<file path="src/rtl/mem_port_arbiter.sv">
// Arbitrates one single-port RAM between the fetch (IF) and data (MEM) stages, with read-tag return routing.
// Optional macro FETCH_FAIR_EN bounds consecutive data grants so a waiting fetch cannot starve.
module mem_port_arbiter #(
    parameter int unsigned ADDR_W     = 8,
    parameter int unsigned DATA_W     = 16,
    parameter int unsigned RD_LAT     = 1,
    parameter int unsigned MAX_STREAK = 4
) (
    input  logic              clk,
    input  logic              rst_n,
    input  logic              if_req,
    input  logic [ADDR_W-1:0] if_addr,
    output logic              if_stall,
    output logic [DATA_W-1:0] if_rdata,
    output logic              if_valid,
    input  logic              mem_req,
    input  logic              mem_we,
    input  logic [ADDR_W-1:0] mem_addr,
    input  logic [DATA_W-1:0] mem_wdata,
    output logic              mem_stall,
    output logic [DATA_W-1:0] mem_rdata,
    output logic              mem_valid,
    input  logic              flush,
    input  logic              halt,
    output logic              ram_en,
    output logic              ram_we,
    output logic [ADDR_W-1:0] ram_addr,
    output logic [DATA_W-1:0] ram_wdata,
    input  logic [DATA_W-1:0] ram_rdata,
    output logic              busy
);

    if (RD_LAT < 1 || RD_LAT > 4 || MAX_STREAK < 1) begin : g_param_check
        $error("mem_port_arbiter: RD_LAT must be 1..4 and MAX_STREAK at least 1");
    end

    logic              grant_d;
    logic              grant_f;
    logic              fair_c;
    logic [RD_LAT-1:0] tag_vld_q;
    logic [RD_LAT-1:0] tag_own_q;
    logic [RD_LAT-1:0] tag_vld_d;
    logic [RD_LAT-1:0] tag_own_d;
    logic              exit_vld;
    logic              exit_own;

`ifdef FETCH_FAIR_EN
    localparam int unsigned STREAK_W = $clog2(MAX_STREAK + 1);

    logic [STREAK_W-1:0] streak_q;

    // Hand the port to fetch once data has won MAX_STREAK times in a row against it.
    assign fair_c = (streak_q == STREAK_W'(MAX_STREAK)) && if_req && !halt;

    always_ff @(posedge clk or negedge rst_n) begin
        if (!rst_n) begin
            streak_q <= '0;
        end else if (grant_f || !if_req) begin
            streak_q <= '0;
        end else if (grant_d && !halt) begin
            streak_q <= streak_q + STREAK_W'(1);
        end
    end
`else
    assign fair_c = 1'b0;
`endif

    assign grant_d   = mem_req && !fair_c;
    assign grant_f   = if_req && !halt && !grant_d;
    assign if_stall  = if_req && !grant_f;
    assign mem_stall = mem_req && !grant_d;

    assign ram_en    = grant_d || grant_f;
    assign ram_we    = grant_d && mem_we;
    assign ram_addr  = grant_d ? mem_addr : (grant_f ? if_addr : '0);
    assign ram_wdata = grant_d ? mem_wdata : '0;

    // Tag shift pipeline: stage 0 takes this cycle's read grant; flush kills every fetch-owned tag.
    always_comb begin
        tag_vld_d    = '0;
        tag_own_d    = '0;
        tag_vld_d[0] = grant_f || (grant_d && !mem_we);
        tag_own_d[0] = grant_d;
        for (int i = 1; i < int'(RD_LAT); i++) begin
            tag_vld_d[i] = tag_vld_q[i-1];
            tag_own_d[i] = tag_own_q[i-1];
        end
        if (flush) begin
            tag_vld_d = tag_vld_d & tag_own_d;
        end
    end

    // A fetch tag leaving the pipe during a flush cycle is dropped as well.
    assign exit_own = tag_own_q[RD_LAT-1];
    assign exit_vld = tag_vld_q[RD_LAT-1] && !(flush && !exit_own);

    always_ff @(posedge clk or negedge rst_n) begin
        if (!rst_n) begin
            tag_vld_q <= '0;
            tag_own_q <= '0;
            busy      <= 1'b0;
            if_valid  <= 1'b0;
            mem_valid <= 1'b0;
            if_rdata  <= '0;
            mem_rdata <= '0;
        end else begin
            tag_vld_q <= tag_vld_d;
            tag_own_q <= tag_own_d;
            busy      <= |tag_vld_d;
            if_valid  <= exit_vld && !exit_own;
            mem_valid <= exit_vld && exit_own;
            if (exit_vld && !exit_own) begin
                if_rdata <= ram_rdata;
            end
            if (exit_vld && exit_own) begin
                mem_rdata <= ram_rdata;
            end
        end
    end

endmodule

</file>
<file path="config.mk">
export PLATFORM = sky130hd
export DESIGN_NAME = mem_port_arbiter
export DESIGN_NICKNAME = d
export VERILOG_FILES = /design/src/rtl/mem_port_arbiter.sv
export SDC_FILE = /design/constraint.sdc
export NUM_CORES = 1
export LEC_CHECK = 0
export ABC_AREA = 1
export CORE_MARGIN = 1.5
export CORE_UTILIZATION = 38
export DETAILED_ROUTE_END_ITERATION = 6
export PLACE_DENSITY = 0.93
export SLEW_MARGIN = 0
export SYNTH_ARGS = -nofsm -noshare
export SYNTH_HDL_FRONTEND = slang
export SYNTH_SLANG_ARGS = --single-unit
</file>
<file path="constraint.sdc">
create_clock -name clk -period 2.05 [get_ports clk]
set_clock_uncertainty 0.05 [all_clocks]
set_input_delay 0.205 -clock clk [delete_from_list [all_inputs] [get_ports clk]]
set_output_delay 0.205 -clock clk [all_outputs]
set_load 0.02 [all_outputs]
</file>
* Word level (Yosys, flattened, before mapping)
Cells that the tools add are included.
** Storage, ports and cells
- Register bits :: 36
- Input port bits :: 55
- Output and inout bits :: 63
- Logic and storage cells :: 28
** Cells by class
- Mux-type cells :: 4
- Bitwise logic cells :: 1
- Reduce and logical (&&, ||, !) cells :: 17
** Operator list (number)
- $mux 16 :: 1
- $mux 8 :: 2
- $logic_and 1x1->1 :: 9
- $logic_not 1->1 :: 6
- $logic_or 1x1->1 :: 2
- $and 1x1->1 :: 1
- $mux 1 :: 1

* Depth between registers and ports, before layout
Gate-level depths: netlist of run 1.
- Word-level depth :: 6
- Depth in mapped cells :: 7
- Gate-level depth less buffers :: 5

* Least setup slack after synthesis of run 1
No wires, ideal clock.
- Kind :: flip-flop to flip-flop
- Start point :: register tag_vld_q
- End point :: register if_rdata[10]
- Library setup time :: 0.116 ns
- Arrival time :: 1.033 ns
- Data required time :: 1.884 ns
- Setup slack :: 0.851 ns
- Stages on the path, launching flop included :: 6
- Path buffers :: 2
- Period minus slack after synthesis :: 1.199 ns
- Path through :: dfrtp_1 > buf_4 > nand3_4 > buf_4 > nand2_1 > nand2_1
** On the way
- Longest elaborated chain between the ends :: 2
** RTL lines
- from (decl) :: RTL line 40 : logic [RD_LAT-1:0] tag_vld_q;
- from (signal assigned) :: RTL line 107 : tag_vld_q <= tag_vld_d;
- $logic_and 1x1->1 :: RTL line 95 : assign exit_vld = tag_vld_q[RD_LAT-1] && !(flush && !exit_own);
- $logic_and 1x1->1 :: RTL line 112 : if (exit_vld && !exit_own) begin
- to (signal assigned) :: RTL line 113 : if_rdata <= ram_rdata;
- to (decl) :: RTL line 14 : output logic [DATA_W-1:0] if_rdata,
Every way passes these cells.
A chain may end at the register's enable or synchronous reset.

* Worst setup path in the final report of run 1
- Start point :: input port halt
- End point :: output port if_stall
** On the way
- Longest elaborated chain between the ends :: 5
** RTL lines
- from (decl) :: RTL line 24 : input logic halt,
- $logic_not 1->1 :: RTL line 69 : assign grant_f = if_req && !halt && !grant_d;
- $logic_and 1x1->1 (2 in a row) :: RTL line 69
- $logic_not 1->1 :: RTL line 70 : assign if_stall = if_req && !grant_f;
- $logic_and 1x1->1 :: RTL line 70
- to (decl) :: RTL line 13 : output logic if_stall,
Every way passes these cells.

==> results of run 1 <==
-- cell type report --
type	count	area, um^2
repair buffers	122	1230
flip-flops and latches	36	901
well taps	52	65.1
fillers	333	1320
clock buffers	7	96.3
multi-input cells	148	648
inverters	24	95.1
-- power by group --
group,switching [uW],internal [uW],total [uW]
clock,243,299,542
sequential,74.9,833,908
combinational,415,416,831
total,733,1550,2280
-- sequential cells by signal, summed over array words and instances (netlist names) --
name and count:
exit_own 1, mem_rdata 16, if_rdata 16, tag_vld_q 1, if_valid 1, mem_valid 1
-- worst max-delay path, cell delays in order --
cell and delay, ns:
clkdlybuf4s50_1 0.45, inv_1 0.05, nand2_1 0.18, nor2_4 0.09, nor2_1 0.13, clkdlybuf4s50_1 0.62
-- synthesized netlist by cell type (all sizes together) --
cell,count,area [um^2]
dfrtp,36,901
nor2,2,10.0
a21oi,1,5.00
conb,1,3.75
buf,12,88.8
nand2,124,473
nand4,16,100
nand3,3,40.0
inv,24,95.1
-- logic make-up (layout without fill, tap and decap cells) --
kind of cell / count (synthesis) / in the layout
DFF: 36 / 36
other: 1 / 1
buffers and inverters: 36 / 153
and+or+nand+nor: 145 / 146
AOI/OAI and AO/OA: 1 / 1
-- stage by stage --
stage	TNS [ns]	total power, uW
CTS	0	2310
finish	0	2280
global placement	0	1730
floorplan	0	1280
detailed placement	-0.280	1760
global route	0	2410
-- layout by cell type (no fill, tap or decap) --
| master | instances |
|---|---|
| a21oi_1 | 1 |
| buf_2 | 1 |
| buf_4 | 4 |
| buf_6 | 1 |
| clkbuf_8 | 7 |
| clkdlybuf4s50_1 | 106 |
| conb_1 | 1 |
| dfrtp_1 | 36 |
| dlygate4sd3_1 | 1 |
| dlymetal6s2s_1 | 9 |
| inv_1 | 22 |
| inv_4 | 2 |
| nand2_1 | 123 |
| nand2_4 | 1 |
| nand3_1 | 1 |
| nand3_4 | 2 |
| nand4_1 | 16 |
| nor2_1 | 1 |
| nor2_4 | 2 |
-- worst max-delay path by stage --
stage               startpoint      endpoint  slack [ns]  cells past startpoint
floorplan            tag_vld_q  if_rdata[10]        0.85                      5
detailed placement      if_req   ram_addr[0]       -0.04                      6
finish                    halt      if_stall        0.07                      6
global route              halt      if_stall        0.03                      6
CTS                     if_req   ram_addr[0]        0.04                      6
global placement        if_req   ram_addr[1]        0.03                      6
-- metal layers --
metal | up-vias | share of wire, %
li1 | 898 | -
met1 | 838 | 40
met2 | 89 | 52
met3 | 5 | 7.1
met4 | 0 | 1.1
met5 | - | 0
-- what timing repair did --
item / CTS / global route
pin swaps: 0 / 1
cloned: 0 / 1
hold endpoints to repair: 36 / 0
hold buffers: 1 / 0
setup buffers: 0 / 0
resized for setup: 1 / 11
endpoints found under the setup margin: 8 / 18
==> summary.txt, run 1 <==
Synth
  • Synth Net Count: between 200 and 300
  • Largest family of logic cells by synthesized area: simple AND/OR/NAND/NOR gates
  • Synth Instances: 219
  • Compound-gate portion of the synthesized area: less than 1%
  • Cell variety after synth: 15
  • Area share of xor/xnor cells in the synthesized design: 0%
  • Cell area after synthesis: ~1700 um^2
  • Mux contribution to synthesized area: 0%
  • Simple-gate share of the synthesized area: 36.3%
  • Adder-Cell Fraction of Synth Area: 0%
  • Post-synthesis register bit count: 36
  • Sequential fraction of the synthesis area: ~52%
  • Syn. warnings: 0
  • Avg Cell Area, Syn: around 7.8 um^2

Setup path
  • Critical-path maximum fanout: 4
  • Setup slack, reg-to-reg: 0.56 ns
  • Crit start category: input pin
  • Reg2reg end: if_rdata[14]
  • Req. time, crit path: ~1.8 ns
  • Worst reg2reg path depth: 5
  • Crit. End Element: primary output
  • Reg2reg start: tag_vld_q
  • Crit Path Category: input pin to primary output
  • Worst Path Arrival: roughly 1.7 ns

Timing
  • Hold Slack: around 0.32 ns
  • Relative max-transition margin: approximately 48%
  • Max-slew violations: 0
  • Final Hold Fails: 0
  • Worst Slack Setup Final: 0.0700 ns
  • Slew @ Worst Pin: roughly 0.78 ns
  • Crit share post-route: a little over nine tenths
  • Final critical-path required period: roughly 2.0 ns
  • Endpoints failing setup: 0
  • FMAX: 0.505 GHz
  • Unrepaired setup endpoints after global routing: no

Drt
  • Routed wire length: roughly 5000 um
  • Detail Route Antenna Nets: 0
  • Wire per inst: 13.1 um
  • Average vias per placed instance: around 4.7
  • TritonRoute pass-1 iters: 5
  • Vias: around 1800
  • DRC violations left: 0
  • 1st-iter DRT viols: 109

Cells and area
  • Post-route cell area: between 3000 and 4000 um^2
  • Area added between synthesis and finish: 76.8%
  • Fin cells: 389
  • Share of cells above drive strength 1: slightly below 6%
  • Post-layout util: 69.7%
  • ANT cells: 0
  • # nets final: around 400

GRT
  • Total GRT Usage: about a fifth
  • Vias in the first global route: around 1700
  • Most Crowded Layer GR: met2
  • Global route overflow: 0
  • Grt met2 use: a little over a third
  • First-pass GRT wire length: 8050 um
  • Initial antenna violation count: 0
  • Largest net degree at the start of global routing: 37
  • Met3 Use GR: about 4.6%
  • GRT met1 Usage: between 20% and 30%

Die
  • Io pins: 118
  • Initial core utilization: between 30% and 40%
  • FP Rows: 24
  • Die area: 4930 um^2
  • Core Box Area: 4350 um^2
  • Die Y-Extent: 70.2 um
  • Die Width: roughly 70 um

Power
  • Leakage dissipation: 0.00166 uW
  • Pwr dens: approximately 750 nW/um^2
  • Max VDD drop: about 0.00031 V

Hold path
  • Hold crit path type: input pin to flop
  • Worst hold endpoint: exit_own
  • Hold wc startpoint: mem_req
  • Hold path depth: 2

Clock network
  • Reg clk slew, reported paths: around 0.070 ns
  • CTS tree: done
  • CTS H-tree lvls: 2
  • Clk buf depth: 2
  • Clock Sinks: 36
  • CTS Buf Count: 5
  • Clk_lat worst skew: slightly below 0.3 ns
  • Root buf cell: clkbuf_8

Placed design
  • Post-DP HPWL: 3770 um
  • Pre-CTS setup slack: -0.0429 ns
  • GPL Wtd Cong: about 0.8
  • DP Area: a little under 3000 um^2
  • Dpl cells: 380
  • IO buf count: around 120

Outcome
  • Run status: finished clean

Flow run
  • Maxcap violations: 0
No activity file was read; power rests on OpenSTA's default activity.
==> inputs of run 2 (changes only) <==
--- a/config.mk
+++ b/config.mk
@@ -9,6 +9,7 @@
 export CORE_MARGIN = 1.5
 export CORE_UTILIZATION = 38
 export DETAILED_ROUTE_END_ITERATION = 6
+export GPL_ROUTABILITY_DRIVEN = 0
 export PLACE_DENSITY = 0.93
 export SLEW_MARGIN = 0
 export SYNTH_ARGS = -nofsm -noshare
==> results of run 2 <==
Final layout, timing and power as in run 1 (identical DEF).
